[config.mk]
export PLATFORM = sky130hd
export DESIGN_NAME = br_predictor_flat
export DESIGN_NICKNAME = d
export VERILOG_FILES = /design/src/rtl/br_predictor_if.sv /design/src/rtl/br_predictor.sv /design/src/flat_wrapper.sv
export SDC_FILE = /design/constraint.sdc
export NUM_CORES = 1
export LEC_CHECK = 0
export BUFFER_PORTS_ARGS = -buffer_cell sky130_fd_sc_hd__buf_2
export CAP_MARGIN = 20
export CORE_ASPECT_RATIO = 1.1
export CORE_MARGIN = 3
export CORE_UTILIZATION = 44
export CTS_CLUSTER_DIAMETER = 50
export CTS_CLUSTER_SIZE = 30
export DETAILED_ROUTE_END_ITERATION = 10
export GPL_TIMING_DRIVEN = 1
export PLACE_DENSITY = 0.68
export SLEW_MARGIN = 30
export SYNTH_ARGS = -nofsm -noshare
export SYNTH_HDL_FRONTEND = slang
export SYNTH_SLANG_ARGS = --single-unit
[constraint.sdc]
create_clock -name clk -period 10.7 [get_ports clk]
set_clock_uncertainty 0.15 [all_clocks]
set_input_delay 1.07 -clock clk [delete_from_list [all_inputs] [get_ports clk]]
set_output_delay 1.07 -clock clk [all_outputs]
set_load 0.01 [all_outputs]
[src/rtl/br_predictor_if.sv]
// ---------------------------------------------------------------------------
// br_predictor_if
// Bundles the fetch-side lookup, the branch-unit training port and the ROB
// flush-recovery port of the branch direction predictor.
//
// Parameter:
//   SIZE_GLOBAL   global history width (also the PHT index width)
//
// Signals:
//   fetch_req, fetch_pc          lookup request from fetch
//   pred_taken, pred_history     combinational prediction + history snapshot
//   br_finish, br_op, br_en,
//   br_pc, br_history_old        resolved-branch training update
//   flush, flush_is_br,
//   flush_taken, flush_history   speculative history repair on ROB redirect
//
// Modports:
//   master  the pipeline side (drives requests, receives predictions)
//   slave   the predictor
// ---------------------------------------------------------------------------
interface br_predictor_if #(
  parameter int SIZE_GLOBAL = 8
);
  logic                   fetch_req;
  logic [31:0]            fetch_pc;
  logic                   pred_taken;
  logic [SIZE_GLOBAL-1:0] pred_history;

  logic                   br_finish;
  logic                   br_op;
  logic                   br_en;
  logic [31:0]            br_pc;
  logic [SIZE_GLOBAL-1:0] br_history_old;

  logic                   flush;
  logic                   flush_is_br;
  logic                   flush_taken;
  logic [SIZE_GLOBAL-1:0] flush_history;

  modport master (
    output fetch_req, fetch_pc,
    output br_finish, br_op, br_en, br_pc, br_history_old,
    output flush, flush_is_br, flush_taken, flush_history,
    input  pred_taken, pred_history
  );

  modport slave (
    input  fetch_req, fetch_pc,
    input  br_finish, br_op, br_en, br_pc, br_history_old,
    input  flush, flush_is_br, flush_taken, flush_history,
    output pred_taken, pred_history
  );
endinterface

[src/rtl/br_predictor.sv]
// ---------------------------------------------------------------------------
// br_predictor
// Global-history conditional-branch direction predictor. A table of
// 2^SIZE_GLOBAL two-bit saturating counters (PHT) is indexed by the branch
// PC word bits, optionally hashed with the global history register (GHR).
// The GHR is shifted speculatively with each prediction, repaired on ROB
// flush, and the PHT is trained with resolved outcomes.
//
// Build option:
//   BR_PRED_GSHARE_EN  defined   -> index = pc[SIZE_GLOBAL+1:2] ^ history
//                      undefined -> index = pc[SIZE_GLOBAL+1:2] (bimodal);
//                      the GHR and its recovery still run so the
//                      downstream history snapshot is unchanged.
//
// Ports:
//   clk   rising-edge clock
//   rst   synchronous active-high reset (GHR = 0, all counters = 01)
//   bus   br_predictor_if.slave: lookup, training and flush ports
// ---------------------------------------------------------------------------
module br_predictor #(
  parameter int SIZE_GLOBAL = 8
) (
  input logic           clk,
  input logic           rst,
  br_predictor_if.slave bus
);

  localparam int PHT_N = 1 << SIZE_GLOBAL;

  typedef logic [SIZE_GLOBAL-1:0] hist_t;

  // The history mask folds the build option into one place: with all ones
  // the history hashes into the index, with all zeros it drops out.
`ifdef BR_PRED_GSHARE_EN
  localparam hist_t HIST_MASK = '1;
`else
  localparam hist_t HIST_MASK = '0;
`endif

  hist_t      ghr;
  hist_t      ghr_next;
  logic [1:0] pht [PHT_N];

  hist_t      lookup_idx;
  hist_t      train_idx;
  logic       pred_bit;
  logic       train_en;
  logic [1:0] train_next;

  // Only the word-index bits of the PCs address the table.
  logic unused_pc_bits;
  assign unused_pc_bits = ^{bus.fetch_pc[31:SIZE_GLOBAL+2], bus.fetch_pc[1:0],
                            bus.br_pc[31:SIZE_GLOBAL+2], bus.br_pc[1:0]};

  function automatic logic [1:0] sat_inc(input logic [1:0] c);
    return (c == 2'b11) ? c : c + 2'b01;
  endfunction

  function automatic logic [1:0] sat_dec(input logic [1:0] c);
    return (c == 2'b00) ? c : c - 2'b01;
  endfunction

  function automatic hist_t pht_index(input hist_t pc_word, input hist_t h);
    return pc_word ^ (h & HIST_MASK);
  endfunction

  // Lookup is purely combinational; a same-cycle training write to the same
  // entry is not bypassed, so the lookup sees the pre-update counter.
  assign lookup_idx       = pht_index(bus.fetch_pc[SIZE_GLOBAL+1:2], ghr);
  assign pred_bit         = pht[lookup_idx][1];
  assign bus.pred_taken   = pred_bit;
  assign bus.pred_history = ghr;

  assign train_en   = bus.br_finish && bus.br_op;
  assign train_idx  = pht_index(bus.br_pc[SIZE_GLOBAL+1:2], bus.br_history_old);
  assign train_next = bus.br_en ? sat_inc(pht[train_idx]) : sat_dec(pht[train_idx]);

  // Flush repair wins over the speculative shift. A flushing conditional
  // branch re-inserts its own resolved outcome on top of its snapshot.
  always_comb begin
    ghr_next = ghr;
    if (bus.flush) begin
      if (bus.flush_is_br) begin
        ghr_next = {bus.flush_history[SIZE_GLOBAL-2:0], bus.flush_taken};
      end else begin
        ghr_next = bus.flush_history;
      end
    end else if (bus.fetch_req) begin
      ghr_next = {ghr[SIZE_GLOBAL-2:0], pred_bit};
    end
  end

  always_ff @(posedge clk) begin
    if (rst) begin
      ghr <= '0;
    end else begin
      ghr <= ghr_next;
    end
  end

  // Every counter restarts at weakly not-taken; a training update in the
  // reset cycle is dropped.
  always_ff @(posedge clk) begin
    if (rst) begin
      for (int i = 0; i < PHT_N; i++) begin
        pht[i] <= 2'b01;
      end
    end else if (train_en) begin
      pht[train_idx] <= train_next;
    end
  end

endmodule

[src/flat_wrapper.sv]
// flat-port wrapper written by rule: the top's interface ports become plain ports
module br_predictor_flat 
#(
  parameter int SIZE_GLOBAL = 8
)
  (clk, rst, bus_fetch_req, bus_fetch_pc, bus_br_finish, bus_br_op, bus_br_en, bus_br_pc, bus_br_history_old, bus_flush, bus_flush_is_br, bus_flush_taken, bus_flush_history, bus_pred_taken, bus_pred_history);
  br_predictor_if #(.SIZE_GLOBAL(SIZE_GLOBAL)) bus_i ();
  input logic clk;
  input logic rst;
  input wire logic [$bits(bus_i.fetch_req)-1:0] bus_fetch_req;
  input wire logic [$bits(bus_i.fetch_pc)-1:0] bus_fetch_pc;
  input wire logic [$bits(bus_i.br_finish)-1:0] bus_br_finish;
  input wire logic [$bits(bus_i.br_op)-1:0] bus_br_op;
  input wire logic [$bits(bus_i.br_en)-1:0] bus_br_en;
  input wire logic [$bits(bus_i.br_pc)-1:0] bus_br_pc;
  input wire logic [$bits(bus_i.br_history_old)-1:0] bus_br_history_old;
  input wire logic [$bits(bus_i.flush)-1:0] bus_flush;
  input wire logic [$bits(bus_i.flush_is_br)-1:0] bus_flush_is_br;
  input wire logic [$bits(bus_i.flush_taken)-1:0] bus_flush_taken;
  input wire logic [$bits(bus_i.flush_history)-1:0] bus_flush_history;
  output wire logic [$bits(bus_i.pred_taken)-1:0] bus_pred_taken;
  output wire logic [$bits(bus_i.pred_history)-1:0] bus_pred_history;
  assign bus_i.fetch_req = bus_fetch_req;
  assign bus_i.fetch_pc = bus_fetch_pc;
  assign bus_i.br_finish = bus_br_finish;
  assign bus_i.br_op = bus_br_op;
  assign bus_i.br_en = bus_br_en;
  assign bus_i.br_pc = bus_br_pc;
  assign bus_i.br_history_old = bus_br_history_old;
  assign bus_i.flush = bus_flush;
  assign bus_i.flush_is_br = bus_flush_is_br;
  assign bus_i.flush_taken = bus_flush_taken;
  assign bus_i.flush_history = bus_flush_history;
  assign bus_pred_taken = bus_i.pred_taken;
  assign bus_pred_history = bus_i.pred_history;
  br_predictor #(.SIZE_GLOBAL(SIZE_GLOBAL)) u_core (.clk(clk), .rst(rst), .bus(bus_i));
endmodule
==> out/results.tsv <==
stage	metric	value	unit
yosys	yosysTopAreaCellShare	51.7	%
setup_path	worstSetupPathType	input port to register	
global_routing	grt_usage	27.9	%
power	seqPwrFrac	50.1	%
setup_path	slowest_stage	buf_4	
cells_and_area	multi_input_area	0.0129	mm2
yosys	ys_seq_area_share	52.2	%
cells_and_area	drive_gt1_share	20.8	%
place	dp_hpwl	59.2	mm
power	cellLeakagePower	9.72	nW
global_routing	antenna_found_initial	0	
setup_path	worstPathRequired	10.85	ns
cells_and_area	design_area	0.0317	mm2
detailed_routing	drtIter0Drc	3340	
timing	tns	0	ns
timing	tightest_slew	1.16	ns
cells_and_area	regArea	0.0155	mm2
setup_path	end_kind	register	
detailed_routing	avgViaCountPerCell	7.50	
die	initial_core_util	44.6	%
cells_and_area	syn_to_final_growth	6.73	%
die	dieArea	0.0708	mm2
yosys	synth_edf_count	512	
place	io_buffers	41	
detailed_routing	wirelength	99.1	mm
run	maxCapViolations	0	
yosys	ys_ff_latch	520	
clock_tree	path_clk_slew	0.09	ns
timing	setup_viol	0	
yosys	yosys-top-cells-area	edfxtp_1, mux4_2, a211oi_1, nand4_1, a21o_1	
power	pwr-share-clk	36.3	%
setup_path	arrival	6.26	ns
timing	clock.fmax	164	MHz
global_routing	grt_pass1_vias	21800	
timing	worst_hold_slack	0.430	ns
clock_tree	postCtsSetupRepairBufs	0	
global_routing	grt_first_pass_wirelength	147	mm
yosys	synth_cell_type_count	60	
power	netSwitchingFraction	28.5	%
timing	period_share	57.1	%
clock_tree	cts_root_buf	clkbuf_16	
power	p_sw	1.30	mW
timing	rsz0062_at_grt	no	
die	fp.dieH	279	um
place	dp_cells	2894	
setup_path	cpMostUsedCell	buf_4	
yosys	yosysWarnings	0	
die	coreArea	0.0666	mm2
timing	timing.final.ws_setup	4.59	ns
detailed_routing	drc_errors	0	
timing	maxSlewViolCount	0	
worst_hold_path	min_path_type	register to register	
die	die_w	254	um
power	peakVddDrop	0.0967	mV
setup_path	cp_top_family	buffers and inverters	
yosys	syn_area	0.0297	mm2
clock_tree	cts_tree	yes	
timing	relSlewSlack	22.8	%
run_status	status	finished, final reports clean	
clock_tree	post_cts_resized	0	
place	place.gp.congestion	0.912	
setup_path	cp-start-kind	input port	
power	cellPowerDensity	144	mW/mm2
yosys	syn-instance-count	2281	
global_routing	grt_overflow_total	0	
global_routing	grt_max_degree	129	
die	pin_count	98	
cells_and_area	nets	2170	
yosys	syn_nets	2370	
timing	fin_crit	6.11	ns
setup_path	crit_buf_inv	5	
setup_path	worstPathCellList	clkbuf_8 > buf_4 > mux4_2 > mux4_2 > nor3_1 > nor4_4 > buf_4 > o41ai_4 > buf_4 > buf_4 > nand4_1	
yosys	syn_avg_cell_area	13.0	um2
cells_and_area	fill_cells	5714	
clock_tree	clk_path_buf_depth	3	
clock_tree	cts_hold_buffers	0	
timing	hold_viol_final	0	
detailed_routing	via_count	22300	
power	combPwrFrac	13.6	%
yosys	ys.flop_type	edfxtp_1	
yosys	synth_top_area_cell	edfxtp_1	
clock_tree	cts.sinks	520	
detailed_routing	postRouteAntennaNets	0	
yosys	synthArstFlopShare	0	%
die	rows	99	
place	place_area	0.0303	mm2
setup_path	slowest_delay	0.75	ns
detailed_routing	routedWlPerCell	33.3	um
cells_and_area	stdcell_count	2973	
clock_tree	htree_levels	2	
clock_tree	numCtsBuffers	42	
setup_path	cp_max_fo	83	
detailed_routing	dr.pass1.iters	6	
place	dp_slack	4.00	ns
clock_tree	clk-insertion-delay-late	0.61	ns
power	p_int	3.27	mW
[Yosys cell counts (4+ instances only)]
cell       count
edfxtp_1     512
nand4_1      260
a211oi_1     220
clkbuf_1     212
a21o_1       200
mux4_2       185
nand2_1      104
buf_2         80
mux2i_1       74
nand2b_1      66
a221oi_1      59
buf_4         40
nor2_1        38
nor3_1        26
o22ai_1       20
a22oi_1       18
nor2b_1       17
buf_1         16
nand3_1       16
a21oi_1       11
nor4_1        10
dfxtp_1        8
mux2_2         7
o211ai_1       6
a22o_1         5
buf_6          5
inv_1          5
o2111ai_1      5
and2_1         4
and3_1         4
nand3b_1       4
or3b_2         4
[state kept, by name (all words and copies together), names as in the netlist]
name,cells
u_core.bus.pred_history,8
u_core.pht,512
[power groups by stage]
stage	sequential (mW)	clock (mW)	combinational, mW
finish	2.29	1.66	0.623
global route	2.30	1.74	0.645
CTS	2.29	1.67	0.603
detailed placement	2.34	0	0.601
global placement	2.33	0	0.589
floorplan	2.33	0	0.432
[metal layers]
metal | vias to the layer above | track usage (%) | share of wire, %
met5 | - | 0 | 0
met4 | 0 | 17.6 | 7.6
met3 | 400 | 7.00 | 12
met2 | 1795 | 42.8 | 46
met1 | 11100 | 35.5 | 34
li1 | 9007 | - | -
[cell type report]
cell class | count | area share [%]
Antenna cell | 1 | 0.00788
Clock buffer | 49 | 3.59
Clock inverter | 28 | 0.966
Inverter | 6 | 0.0709
Multi-Input combinational cell | 1401 | 40.6
Sequential cell | 520 | 48.9
Tap cell | 858 | 3.38
Timing Repair Buffer | 110 | 2.49
[worst register-to-register path, cell delays in order, from the launching register on]
cell and delay (ns):
edfxtp_1 0.41, mux4_2 0.51, a22oi_1 0.20, o32a_1 0.21
nand4_1 0.19, or3b_2 0.75, o41ai_4 0.36, buf_4 0.71
buf_4 0.68, nand4_1 0.22
[through the flow]
stage                     power, mW  utilization (%)
after floorplan                2.76                -
after global placement         2.92             45.3
after detailed placement       2.94             45.4
after CTS                      4.56             47.6
after global routing           4.68             47.6
final                          4.57             47.6
[path summary, 6_finish.rpt]
| path | startpoint | to | slack (ns) | cells after the start |
|---|---|---|---|---|
| min reg2reg | u_core.bus.pred_history[0] | u_core.bus.pred_history[0] | 0.43 | 2 |
| min | u_core.bus.pred_history[0] | u_core.bus.pred_history[0] | 0.43 | 2 |
| max reg2reg | u_core.pht[207][1] | u_core.pht[107][0] | 6.00 | 9 |
| max | bus_br_pc[3] | u_core.pht[107][0] | 4.59 | 11 |
[cells in the final DEF, fill, tap and decap left out, drive strengths merged, types with 11 or more instances in the layout]
| master | netlist | final |
|---|---|---|
| edfxtp | 512 | 512 |
| nand4 | 260 | 260 |
| a211oi | 220 | 220 |
| a21o | 200 | 200 |
| mux4 | 185 | 185 |
| buf | 142 | 107 |
| nand2 | 104 | 104 |
| mux2i | 74 | 74 |
| nand2b | 66 | 66 |
| a221oi | 59 | 59 |
| clkbuf | 212 | 52 |
| nor2 | 38 | 38 |
| nor3 | 26 | 26 |
| o22ai | 20 | 20 |
| a22oi | 18 | 18 |
| clkinv | 0 | 18 |
| nor2b | 17 | 17 |
| nand3 | 16 | 16 |
| nor4 | 12 | 12 |
| inv | 6 | 12 |
| a21oi | 11 | 11 |
[kinds of logic (layout without fill, tap and decap cells)]
logic type,after synthesis,after routing,synth area share [%]
buffers and inverters,360,193,5.55
flip-flops,520,520,52.2
AND/OR/NAND/NOR,568,568,10.8
multiplexers,266,266,16.8
AO/OA/AOI/OAI,567,567,14.7
other,0,1,0
No activity file was read; power rests on OpenSTA's default activity.
